File: config.mk
export PLATFORM = sky130hd
export DESIGN_NAME = uart_tx_fifo
export DESIGN_NICKNAME = d
export VERILOG_FILES = /design/src/rtl/uart_pkg.sv /design/src/rtl/uart_fifo_mem.sv /design/src/rtl/uart_tx_fifo.sv
export SDC_FILE = /design/constraint.sdc
export NUM_CORES = 1
export LEC_CHECK = 0
export ABC_AREA = 1
export BUFFER_PORTS_ARGS = -buffer_cell sky130_fd_sc_hd__buf_2
export CAP_MARGIN = 20
export CORE_ASPECT_RATIO = 1.2
export CORE_MARGIN = 10
export CORE_UTILIZATION = 63
export CTS_CLUSTER_SIZE = 25
export DETAILED_ROUTE_END_ITERATION = 12
export PLACE_DENSITY_LB_ADDON = 0.08
export RECOVER_POWER = 50
export SYNTH_ARGS = -nofsm -noshare
export SYNTH_HDL_FRONTEND = slang
export SYNTH_SLANG_ARGS = --single-unit
File: constraint.sdc
create_clock -name ipClk -period 6.6 [get_ports ipClk]
set_clock_uncertainty 0.2 [all_clocks]
set_input_delay 0.66 -clock ipClk [delete_from_list [all_inputs] [get_ports ipClk]]
set_output_delay 0.66 -clock ipClk [all_outputs]
set_load 0.05 [all_outputs]
File: src/rtl/uart_pkg.sv
// Shared UART types and constants used by the transmit-side FIFO.
package uart_pkg;

  localparam int unsigned UART_TX_FIFO_DEPTH_DEFAULT = 16;

  typedef enum logic [1:0] {
    IDLE,
    SEND,
    WAIT
  } tTxFifoState;

endpackage

File: src/rtl/uart_fifo_mem.sv
// DEPTH x 8 byte storage: synchronous write, asynchronous read, no reset on contents.
module uart_fifo_mem
  import uart_pkg::*;
#(
  parameter int unsigned DEPTH = UART_TX_FIFO_DEPTH_DEFAULT,
  parameter int unsigned AW    = $clog2(DEPTH)
) (
  input  logic          ipClk,
  input  logic          ipWrEn,
  input  logic [AW-1:0] ipWrAddr,
  input  logic [7:0]    ipWrData,
  input  logic [AW-1:0] ipRdAddr,
  output logic [7:0]    opRdData
);

  logic [7:0] mem [DEPTH];

  always_ff @(posedge ipClk) begin
    if (ipWrEn) mem[ipWrAddr] <= ipWrData;
  end

  assign opRdData = mem[ipRdAddr];

endmodule

File: src/rtl/uart_tx_fifo.sv
// Byte FIFO feeding the UART transmitter over its send/busy handshake.
// Optional sticky overflow flag enabled by defining UART_TX_FIFO_OVERFLOW_EN.
module uart_tx_fifo
  import uart_pkg::*;
#(
  parameter int unsigned DEPTH = UART_TX_FIFO_DEPTH_DEFAULT,
  parameter int unsigned AW    = $clog2(DEPTH)
) (
  input  logic          ipClk,
  input  logic          ipReset,
  input  logic [7:0]    ipData,
  input  logic          ipValid,
  output logic          opReady,
  output logic [7:0]    opTxData,
  output logic          opTxSend,
  input  logic          ipTxBusy,
`ifdef UART_TX_FIFO_OVERFLOW_EN
  output logic          opOverflow,
  input  logic          ipOverflowClear,
`endif
  output logic [AW:0]   opCount,
  output logic          opEmpty,
  output logic          opFull
);

  tTxFifoState   stateQ, stateD;
  logic [AW-1:0] wrPtrQ, rdPtrQ;
  logic [AW:0]   countQ;
  logic [7:0]    txDataQ, txDataD;
  logic [7:0]    headData;
  logic          push, pop;

  // Full/empty come from the registered count, so a pop never frees a slot for the same edge.
  assign opCount  = countQ;
  assign opEmpty  = (countQ == '0);
  assign opFull   = (countQ == (AW+1)'(DEPTH));
  assign opReady  = !opFull;
  assign opTxData = txDataQ;
  assign push     = ipValid && opReady;

  uart_fifo_mem #(
    .DEPTH (DEPTH),
    .AW    (AW)
  ) uMem (
    .ipClk    (ipClk),
    .ipWrEn   (push),
    .ipWrAddr (wrPtrQ),
    .ipWrData (ipData),
    .ipRdAddr (rdPtrQ),
    .opRdData (headData)
  );

  always_comb begin
    stateD   = stateQ;
    txDataD  = txDataQ;
    pop      = 1'b0;
    opTxSend = 1'b0;
    case (stateQ)
      IDLE: begin
        if (!opEmpty && !ipTxBusy) begin
          stateD  = SEND;
          txDataD = headData;
        end
      end
      SEND: begin
        opTxSend = 1'b1;
        // Busy rising means the UART has taken the byte; release the slot now.
        if (ipTxBusy) begin
          pop    = 1'b1;
          stateD = WAIT;
        end
      end
      WAIT: begin
        if (!ipTxBusy) stateD = IDLE;
      end
      default: stateD = IDLE;
    endcase
  end

  always_ff @(posedge ipClk or negedge ipReset) begin
    if (!ipReset) begin
      stateQ  <= IDLE;
      txDataQ <= 8'h00;
      wrPtrQ  <= '0;
      rdPtrQ  <= '0;
      countQ  <= '0;
    end else begin
      stateQ  <= stateD;
      txDataQ <= txDataD;
      if (push) wrPtrQ <= wrPtrQ + AW'(1);
      if (pop)  rdPtrQ <= rdPtrQ + AW'(1);
      case ({push, pop})
        2'b10:   countQ <= countQ + (AW+1)'(1);
        2'b01:   countQ <= countQ - (AW+1)'(1);
        default: countQ <= countQ;
      endcase
    end
  end

`ifdef UART_TX_FIFO_OVERFLOW_EN
  logic overflowQ;

  // Set has priority over clear on the same edge.
  always_ff @(posedge ipClk or negedge ipReset) begin
    if (!ipReset) begin
      overflowQ <= 1'b0;
    end else if (ipValid && opFull) begin
      overflowQ <= 1'b1;
    end else if (ipOverflowClear) begin
      overflowQ <= 1'b0;
    end
  end

  assign opOverflow = overflowQ;
`else
  // Without the flag, pushes into a full FIFO are dropped silently.
`endif

endmodule

==> impl_metrics.yaml <==
run_status:
  status: "finished, final reports clean"
min_path:
  hp-start: "ipTxBusy"
  min_to: "stateQ[0]$_DFFE_PN0P_"
  hold_depth: 2
  min-delay-path-class: "input pin to flip-flop"
timing:
  timing.final.crit_period_ns: 3.07
  drv_slew: 0
  worst_pin_slew_ns: 1.30
  layout_setup_ws_ns: 3.53
  tns_ns: 0
  timing.final.crit_share: 0.465
  finalHoldViolCount: 0
  rsz0062_at_grt: "false"
  max_slew_margin: 0.134
  setup_viol: 0
  max_freq_mhz: 326
logic_synthesis:
  netlist_area_um2: 6790
  yosys.area.top_type_share: 0.566
  synth_warnings: 0
  avgSynthCellArea_um2: 9.94
  ys_types: 25
  syn_nets: 703
  synth_top_area_cell: "edfxtp_1"
  syn_inst: 683
  ys_top_cells_by_area: "edfxtp_1 57%, nand2_1 13%, dfrtp_1 8.5%"
  ys_ff_latch: 151
  yosysSeqAreaShare: 0.651
floorplanning:
  die_w_um: 115
  dieArea_um2: 15300
  rows: 41
  die_y_um: 134
  initial_core_util: 0.646
  ioPinCount: 29
  core_area_um2: 10500
detailed_routing:
  dr.pass1.iters: 5
  remaining_drc_errors: 0
  drt_iter0_drc: 389
  met2WireLength_um: 7950
  maxUsedRoutingLayer: "met4"
  vias: 4693
  wire_per_inst_um: 17.7
  antenna_left: 0
  dr_wl_met3_um: 1040
  wl_met1_um: 5990
  via_per_inst: 5.44
  drt-total-wl_um: 15300
global_routing:
  grt_max_degree: 68
  grt_pass1_wl_um: 24800
  grt_antenna_before_repair: 0
  grt_pass1_vias: 4655
  overflow: 0
  track_usage: 0.208
worst_setup_path:
  worst_ep_arrival_time_ns: 3.17
  critPathCaptureType: "flip-flop"
  r2r-end: "opCount[4]$_DFFE_PN0P_"
  regToRegSetupSlack_ns: 3.53
  required_ns: 6.71
  critPathKind: "flip-flop to flip-flop"
  r2r_cells: 13
  cp_max_fo: 24
  startpoint: "opCount[3]$_DFFE_PN0P_"
  startpoint_type: "flip-flop"
  reg2reg_from: "opCount[3]$_DFFE_PN0P_"
clock_tree:
  path_clk_slew_ns: 0.06
  cts_made_buffers: 17
  cts-hold-fix-buffers: 0
  root_buffer: "clkbuf_16"
  post_cts_buffers: 0
  post_cts_resized: 0
  cts_buffer_depth: 2
  cts_tree: "yes"
  clk_latency_ns: 0.41
  clock-sinks: 151
  htreeDepth: 4
finish:
  fill_cells: 751
  layout.nets: 741
  syn_to_final_growth_pct: 14.1
  diodes: 0
  final_cells: 863
  fin_util: 0.736
  drive_above_1_share: 0.0981
  mostFrequentLayoutCells: "233 x nand2_1, 128 x edfxtp_1, 118 x inv_1"
  layout_commonest_cell: "nand2_1"
power:
  leakage_nw: 3.51
  ir_drop_uv: 256
  powerDensity_nw_per_um2: 464
flow_run:
  drv_cap: 0
placed_design:
  dp_cells: 829
  place_congestion: 0.839
  post-dp-hpwl_um: 9470
  place_ws_ns: 3.79
  numPortBuffers: 28
-- cell type report --
class | count | area [um^2] | area share
multi-input cells | 382 | 1740 | 0.225
well taps | 129 | 161 | 0.0208
clock buffers | 19 | 443 | 0.0572
flip-flops and latches | 151 | 4420 | 0.571
inverters | 122 | 458 | 0.0591
clock inverters | 13 | 228 | 0.0294
repair buffers | 47 | 290 | 0.0375
-- Yosys cell counts (all sizes together) --
library cell	n
nand2	234
edfxtp	128
inv	120
nand3	101
buf	23
dfrtp	23
nor3	17
ha	8
xor2	6
clkbuf	5
o21ai	5
xnor2	3
clkinv	2
nand3b	2
nor2	2
a21oi	1
nand4	1
nor4	1
o31ai	1
-- sequential cells by signal, indices dropped and copies added, names as in the netlist --
register	cells
opCount	5
opTxData	8
uMem.mem	128
stateQ	2
wrPtrQ	4
rdPtrQ	4
-- how the worst max path moves through the flow --
| stage | endpoint | slack (ns) | depth (start not counted) |
|---|---|---|---|
| floorplan | opCount[4]$_DFFE_PN0P_ | 3.63 | 16 |
| global placement | uMem.mem[6][7]$_DFFE_PP_ | 3.93 | 3 |
| detailed placement | opCount[4]$_DFFE_PN0P_ | 3.79 | 13 |
| CTS | opCount[4]$_DFFE_PN0P_ | 3.78 | 13 |
| global route | opCount[4]$_DFFE_PN0P_ | 3.28 | 14 |
| finish | opCount[4]$_DFFE_PN0P_ | 3.53 | 13 |
-- worst max-delay path: stages (launching register included) --
cell and delay (ns):
dfrtp_1 0.45, nor4_4 0.35, nand2_2 0.10, nand2_1 0.56
ha_1 0.42, xor2_1 0.22, ha_1 0.18, a21oi_1 0.05
nor2_1 0.15, nand2_1 0.08, nand3_1 0.07, nand2_1 0.05
nand2_1 0.05, nand2_1 0.04
-- report_power, final --
group	total (mW)	internal [mW]	switching (mW)
registers	1.28	1.17	0.105
clock network	1.09	0.718	0.370
logic	1.23	0.347	0.879
-- routing by layer --
| layer | GRT usage | vias up |
|---|---|---|
| met3 | 0.0377 | 20 |
| li1 | - | 2261 |
| met2 | 0.349 | 189 |
| met1 | 0.259 | 2223 |
| met4 | 0.0826 | 0 |
| met5 | 0 | - |
-- cell families (layout without fill, tap and decap cells) --
| group | count (synthesis) | in the layout | share of synthesized area |
|---|---|---|---|
| AO/OA/AOI/OAI | 7 | 7 | 0.00553 |
| flip-flops | 151 | 151 | 0.651 |
| buffers and inverters | 150 | 201 | 0.0923 |
| adder cells (fa/ha/maj) | 8 | 8 | 0.0147 |
| AND/OR/NAND/NOR | 358 | 358 | 0.225 |
| XOR/XNOR | 9 | 9 | 0.0116 |
-- per-stage QoR --
stage	instance area (um^2)	total power, mW	hold WS (ns)
after global routing	7740	3.78	0.277
final	7740	3.59	0.268
after CTS	7740	3.59	0.0452
after detailed placement	7070	2.50	0.260
after global placement	7030	2.45	0.260
after floorplan	6790	2.17	0.164
Power figures use the tool's default switching activity.
